**src/rtl/aud_play_engine.sv**
```systemverilog
// Multi-channel PCM playback engine: fetches interleaved frames from SRAM once per
// DAC LR-clock period and produces one output frame per period in fast, hold or
// linear-interpolation slow-play modes.
module aud_play_engine #(
  parameter int unsigned DATA_W  = 16,
  parameter int unsigned ADDR_W  = 20,
  parameter int unsigned SPEED_W = 4,
  parameter int unsigned NUM_CH  = 2
) (
  input  logic                     i_clk,
  input  logic                     i_rst_n,
  input  logic                     i_start,
  input  logic                     i_pause,
  input  logic                     i_stop,
  input  logic [1:0]               i_mode,
  input  logic [SPEED_W-1:0]       i_speed,
  input  logic [ADDR_W-1:0]        i_end_addr,
  input  logic                     i_daclrck,
  input  logic [DATA_W-1:0]        i_sram_data,
  output logic [ADDR_W-1:0]        o_sram_addr,
  output logic [NUM_CH*DATA_W-1:0] o_dac_data,
  output logic                     o_dac_valid,
  output logic [1:0]               o_state,
  output logic                     o_done
);

  localparam int unsigned SLOTS   = 2 * NUM_CH;
  localparam int unsigned CNT_W   = $clog2(SLOTS + 2);
  localparam int unsigned IW      = DATA_W + SPEED_W + 1;
  localparam int unsigned AX_W    = ADDR_W + 1;
  localparam int unsigned FRAME_W = NUM_CH * DATA_W;
  localparam int unsigned SAMP_W  = SLOTS * DATA_W;

  localparam logic [1:0] ST_IDLE  = 2'd0;
  localparam logic [1:0] ST_PLAY  = 2'd1;
  localparam logic [1:0] ST_PAUSE = 2'd2;

  localparam logic [1:0] MODE_FAST = 2'd0;
  localparam logic [1:0] MODE_LIN  = 2'd2;

  logic [1:0]          state_q, state_d;
  logic                lrck_q;
  logic [1:0]          mode_q, mode_d;
  logic [SPEED_W-1:0]  speed_q, speed_d;
  logic [ADDR_W-1:0]   base_q, base_d;
  logic [SPEED_W-1:0]  k_q, k_d;
  logic                busy_q, busy_d;
  logic [CNT_W-1:0]    cyc_q, cyc_d;
  logic [SAMP_W-1:0]   samp_q, samp_d;
  logic [ADDR_W-1:0]   sram_addr_q, sram_addr_d;
  logic [FRAME_W-1:0]  dac_data_q, dac_data_d;
  logic                dac_valid_q, dac_valid_d;
  logic                done_q, done_d;

  logic                tick_c;
  logic [CNT_W-1:0]    rlen_c;
  logic [1:0]          mode_lat_c;
  logic [SPEED_W-1:0]  speed_lat_c;
  logic [SAMP_W-1:0]   full_c;
  logic                b_hold_c;
  logic [FRAME_W-1:0]  interp_c;
  logic [FRAME_W-1:0]  out_c;
  logic [SPEED_W-1:0]  k_inc_c;
  logic [AX_W-1:0]     base_x_c;
  logic [AX_W-1:0]     nb_c;
  logic [SPEED_W-1:0]  nk_c;
  logic                end_hit_c;

  logic signed [IW-1:0] a_x, b_x, diff_x, prod_x, quo_x, sum_x;

  // Tick on LR-clock falling edge; reset/normalise the mode and speed to be latched.
  always_comb begin
    tick_c      = lrck_q & ~i_daclrck;
    rlen_c      = (mode_q == MODE_LIN) ? CNT_W'(SLOTS) : CNT_W'(NUM_CH);
    mode_lat_c  = (i_mode == 2'd3) ? MODE_FAST : i_mode;
    speed_lat_c = (i_speed == '0) ? SPEED_W'(1) : i_speed;
  end

  // Captured samples with the final word of the fetch taken live from the SRAM bus.
  always_comb begin
    full_c = samp_q;
    full_c[(int'(rlen_c) - 1) * DATA_W +: DATA_W] = i_sram_data;
    b_hold_c = ({1'b0, base_q} + AX_W'(NUM_CH)) > {1'b0, i_end_addr};
  end

  // Per-channel linear interpolation a + ((b-a)*k)/S, truncating toward zero.
  always_comb begin
    interp_c = '0;
    a_x      = '0;
    b_x      = '0;
    diff_x   = '0;
    prod_x   = '0;
    quo_x    = '0;
    sum_x    = '0;
    for (int c = 0; c < int'(NUM_CH); c++) begin
      a_x = IW'($signed(full_c[c * DATA_W +: DATA_W]));
      if (b_hold_c) begin
        b_x = a_x;
      end else begin
        b_x = IW'($signed(full_c[(int'(NUM_CH) + c) * DATA_W +: DATA_W]));
      end
      diff_x = b_x - a_x;
      prod_x = diff_x * IW'($signed({1'b0, k_q}));
      quo_x  = prod_x / IW'($signed({1'b0, speed_q}));
      sum_x  = a_x + quo_x;
      interp_c[c * DATA_W +: DATA_W] = sum_x[DATA_W-1:0];
    end
    out_c = (mode_q == MODE_LIN) ? interp_c : full_c[FRAME_W-1:0];
  end

  // Next frame base / phase and the end-of-data check on the advanced base.
  always_comb begin
    k_inc_c  = k_q + SPEED_W'(1);
    base_x_c = {1'b0, base_q};
    nk_c     = '0;
    if (mode_q == MODE_FAST) begin
      nb_c = base_x_c + AX_W'(NUM_CH) * AX_W'(speed_q);
    end else if (k_inc_c == speed_q) begin
      nb_c = base_x_c + AX_W'(NUM_CH);
    end else begin
      nb_c = base_x_c;
      nk_c = k_inc_c;
    end
    end_hit_c = (nb_c + AX_W'(NUM_CH - 1)) > {1'b0, i_end_addr};
  end

  // Playback FSM, fetch sequencer and output update.
  always_comb begin
    state_d     = state_q;
    mode_d      = mode_q;
    speed_d     = speed_q;
    base_d      = base_q;
    k_d         = k_q;
    busy_d      = busy_q;
    cyc_d       = cyc_q;
    samp_d      = samp_q;
    sram_addr_d = sram_addr_q;
    dac_data_d  = dac_data_q;
    dac_valid_d = 1'b0;
    done_d      = 1'b0;

    case (state_q)
      ST_IDLE: begin
        if (!i_stop && !i_pause && i_start) begin
          state_d = ST_PLAY;
          base_d  = '0;
          k_d     = '0;
          mode_d  = mode_lat_c;
          speed_d = speed_lat_c;
          busy_d  = 1'b0;
          cyc_d   = '0;
        end
      end

      ST_PLAY: begin
        if (i_stop) begin
          state_d     = ST_IDLE;
          busy_d      = 1'b0;
          cyc_d       = '0;
          dac_data_d  = '0;
          sram_addr_d = '0;
        end else if (i_pause) begin
          state_d    = ST_PAUSE;
          busy_d     = 1'b0;
          cyc_d      = '0;
          dac_data_d = '0;
        end else if (busy_q) begin
          cyc_d = cyc_q + CNT_W'(1);
          if (cyc_q < rlen_c) begin
            sram_addr_d = base_q + ADDR_W'(cyc_q);
          end
          if (cyc_q >= CNT_W'(2) && cyc_q <= rlen_c) begin
            samp_d[(int'(cyc_q) - 2) * DATA_W +: DATA_W] = i_sram_data;
          end
          if (cyc_q == rlen_c + CNT_W'(1)) begin
            busy_d      = 1'b0;
            cyc_d       = '0;
            dac_data_d  = out_c;
            dac_valid_d = 1'b1;
            base_d      = nb_c[ADDR_W-1:0];
            k_d         = nk_c;
            if (end_hit_c) begin
              state_d = ST_IDLE;
              done_d  = 1'b1;
            end
          end
        end else if (tick_c) begin
          busy_d      = 1'b1;
          cyc_d       = CNT_W'(1);
          sram_addr_d = base_q;
        end
      end

      ST_PAUSE: begin
        if (i_stop) begin
          state_d     = ST_IDLE;
          dac_data_d  = '0;
          sram_addr_d = '0;
        end else if (!i_pause && i_start) begin
          state_d = ST_PLAY;
          mode_d  = mode_lat_c;
          speed_d = speed_lat_c;
          busy_d  = 1'b0;
          cyc_d   = '0;
        end
      end

      default: begin
        state_d = ST_IDLE;
      end
    endcase
  end

  // State and output registers.
  always_ff @(posedge i_clk or negedge i_rst_n) begin
    if (!i_rst_n) begin
      state_q     <= ST_IDLE;
      lrck_q      <= 1'b0;
      mode_q      <= '0;
      speed_q     <= SPEED_W'(1);
      base_q      <= '0;
      k_q         <= '0;
      busy_q      <= 1'b0;
      cyc_q       <= '0;
      samp_q      <= '0;
      sram_addr_q <= '0;
      dac_data_q  <= '0;
      dac_valid_q <= 1'b0;
      done_q      <= 1'b0;
    end else begin
      state_q     <= state_d;
      lrck_q      <= i_daclrck;
      mode_q      <= mode_d;
      speed_q     <= speed_d;
      base_q      <= base_d;
      k_q         <= k_d;
      busy_q      <= busy_d;
      cyc_q       <= cyc_d;
      samp_q      <= samp_d;
      sram_addr_q <= sram_addr_d;
      dac_data_q  <= dac_data_d;
      dac_valid_q <= dac_valid_d;
      done_q      <= done_d;
    end
  end

  assign o_sram_addr = sram_addr_q;
  assign o_dac_data  = dac_data_q;
  assign o_dac_valid = dac_valid_q;
  assign o_state     = state_q;
  assign o_done      = done_q;

endmodule

```
**config.mk**
```make
export PLATFORM = sky130hd
export DESIGN_NAME = aud_play_engine
export DESIGN_NICKNAME = d
export VERILOG_FILES = /design/src/rtl/aud_play_engine.sv
export SDC_FILE = /design/constraint.sdc
export NUM_CORES = 1
export LEC_CHECK = 0
export CAP_MARGIN = 20
export CORE_AREA = 2 2 361 220
export CTS_BUF_LIST = sky130_fd_sc_hd__clkbuf_4 sky130_fd_sc_hd__clkbuf_8
export CTS_CLUSTER_DIAMETER = 40
export DETAILED_ROUTE_END_ITERATION = 12
export DIE_AREA = 0 0 363 222
export SYNTH_ARGS = -nofsm -noshare
export SYNTH_HDL_FRONTEND = slang
export SYNTH_SLANG_ARGS = --single-unit
```
**constraint.sdc**
```tcl
create_clock -name i_clk -period 60.9 [get_ports i_clk]
set_input_delay 12.18 -clock i_clk [delete_from_list [all_inputs] [get_ports i_clk]]
set_output_delay 12.18 -clock i_clk [all_outputs]
set_load 0.1 [all_outputs]
```
==> flow_summary.json <==
{
  "io_pins": 104,
  "clk_latency_ns": 0.54,
  "worstSetupEndpointType": "register",
  "yosys_warnings": 0,
  "start_util_pct": 44.9,
  "cts_hold_repair.buffers": 0,
  "slowest_delay_ns": 0.54,
  "synth_fp_nets": 5096,
  "port_buffers": 103,
  "syn_area_mm2": 0.0346,
  "nNetsFinal": 5842,
  "die_w_um": 363,
  "muxShareOfSynthArea_pct": 3.05,
  "fin_crit_ns": 59.25,
  "synthAdderAreaFrac_pct": 17.2,
  "cts_buffers": 25,
  "num_vias": 37300,
  "fin_util_pct": 57.6,
  "synth_area_per_cell_um2": 7.49,
  "clock_sinks": 154,
  "period_share_pct": 97.3,
  "synth_compound_area_share_pct": 27.2,
  "dp.cells": 6159,
  "layout.cells.non_filler": 6383,
  "synth_top_area_share_pct": 13.0,
  "synth.most_common_cell": "nand2_1",
  "drtAntennaViolNets": 0,
  "synth.yosys.seq_area_share_pct": 11.1,
  "grt_max_degree": 86,
  "slew_viol_final": 0,
  "ys_ff_latch": 154,
  "worstSetupPathType": "primary input to register",
  "setup_violations": 0,
  "skew_ns": 0.0394,
  "cap_violations": 0,
  "yosysUniqueCellTypes": 163,
  "maxSlewHeadroom_pct": 22.1,
  "critPathMaxFanout": 6,
  "synthTopCellsByArea": "ha_1 (13%), dfrtp_1 (11%), nand2_1 (5.4%)",
  "rows": 79,
  "synthArstFlopShare_pct": 100,
  "coreArea_mm2": 0.0770,
  "hold_class": "register to register",
  "start_kind": "primary input",
  "crit_family": "compound AO/OA/AOI/OAI gates",
  "wl_um": 122000,
  "gp_congestion": 1.01,
  "area_growth_pct": 28.3,
  "arrival_ns": 59.68,
  "tritoncts": "done",
  "syn_inst": 4617,
  "overflow": 0,
  "track_usage_pct": 28.7,
  "hold_viol": 0,
  "synth_edf_count": 0,
  "drc_errors": 0,
  "drtIter0Drc": 3499,
  "required_ns": 61.33,
  "cts-root-buf": "clkbuf_8",
  "drive_gt1_share_pct": 27.5,
  "clk_pin_slew_ns": 0.08,
  "fmaxAchievable_ghz": 0.0169,
  "synth_xor_area_share_pct": 8.61,
  "synth_top_cell_by_area": "ha_1",
  "worst_pin_slew_ns": 1.14,
  "wl_per_cell_um": 19.1,
  "grt_pass1_vias": 33200,
  "synth-simple-area-share_pct": 27.3,
  "dp_hpwl_um": 98000,
  "viasPerCell": 5.84,
  "first_pass_iters": 6,
  "crit_path_frequent_cell": "buf_4",
  "htree_levels": 4,
  "ys.flop_type": "dfrtp_1",
  "critPathSlowestCell": "or4_4",
  "dieArea_mm2": 0.0806,
  "die_y_um": 222,
  "antenna_found_initial": 2,
  "clock_path_buffers": 3,
  "cp_num_buf_inv": 42,
  "synthTopCellsByCount": "nand2_1 (498), nor2_1 (395), ha_1 (358)",
  "status": "finished clean",
  "synth_top_family_by_area": "simple AND/OR/NAND/NOR gates",
  "grt_pass1_wl_um": 187000
}
state kept, by name, summed over array words and instances (netlist names):
| register | count |
|---|---|
| samp_q | 64 |
| o_dac_data | 32 |
| o_sram_addr | 20 |
| base_q | 19 |
| k_q | 4 |
| speed_q | 4 |
| cyc_q | 3 |
| mode_q | 2 |
| o_state | 2 |
| busy_q | 1 |
| lrck_q | 1 |
| o_dac_valid | 1 |
| o_done | 1 |
layout by cell type, fill, tap and decap left out, types with 90 or more instances in the layout:
cell type / instances
a21oi_1: 201
dfrtp_1: 153
nor3_1: 130
xor2_1: 119
ha_1: 326
o21ai_0: 286
a21o_1: 90
buf_4: 743
xnor2_1: 199
clkdlybuf4s50_1: 102
nand2_1: 480
inv_1: 252
nor2_1: 358
and2_1: 130
nand3_1: 102
cell families after synthesis:
kind of cell             Yosys count
AO/OA/AOI/OAI                   1372
XOR/XNOR                         335
adder cells (fa/ha/maj)          432
buffers and inverters            409
flip-flops                       154
multiplexers                      98
AND/OR/NAND/NOR                 1817
stage by stage:
stage	hold WS, ns	cell area (um^2)	setup WS, ns	TNS [ns]
floorplan	0.450	35000	-0.0525	-0.0525
global placement	0.462	40800	-0.933	-1.64
detailed placement	0.466	40800	-1.40	-13.26
CTS	0.484	41800	0.0177	0
global route	0.515	44400	-0.587	-2.72
finish	0.479	44400	1.65	0
layout make-up:
cell class              instances  area (um^2)
diodes                          3         7.51
repair buffers                865         6880
clock buffers                  31          402
clock inverters                 1         30.0
multi-input cells            4054        30900
fillers                      7199        32600
well taps                    1012         1270
flip-flops and latches        154         3850
inverters                     263          995
path summary, 6_finish.rpt:
path / slack [ns] / endpoint / startpoint / cells past startpoint
max reg2reg: 11.74 / o_dac_data[31] / base_q[2] / 268
min: 0.48 / o_dac_data[7] / o_dac_data[7] / 2
min in group asynchronous: 11.67 / o_dac_data[22] / i_rst_n / 1
max in group asynchronous: 47.70 / o_sram_addr[6] / i_rst_n / 2
min reg2reg: 0.48 / o_dac_data[7] / o_dac_data[7] / 2
max: 1.65 / o_dac_data[31] / i_end_addr[6] / 265
worst min-delay path, cell delays in order (launching register included):
cell	delay, ns
dfrtp_1	0.35
nand2_1	0.04
o21ai_0	0.06
metal layers:
layer  up-vias  part of all wire [%]  track usage [%]
met5         -                     0            0.357
met4         0                   1.1             3.04
met3        87                    10             7.68
met2      1352                    37             36.4
met1     17600                    51             47.5
li1      18300                     -                -
repair_timing:
action	CTS	global route
gates cloned	0	1
setup endpoints to repair	14	32
pin swaps	19	267
setup buffers	51	135
hold endpoints to repair	0	0
gates resized for setup	49	334
Power is not shown: default switching activity piles up to over one toggle a cycle in this logic, so the estimate is an artifact.
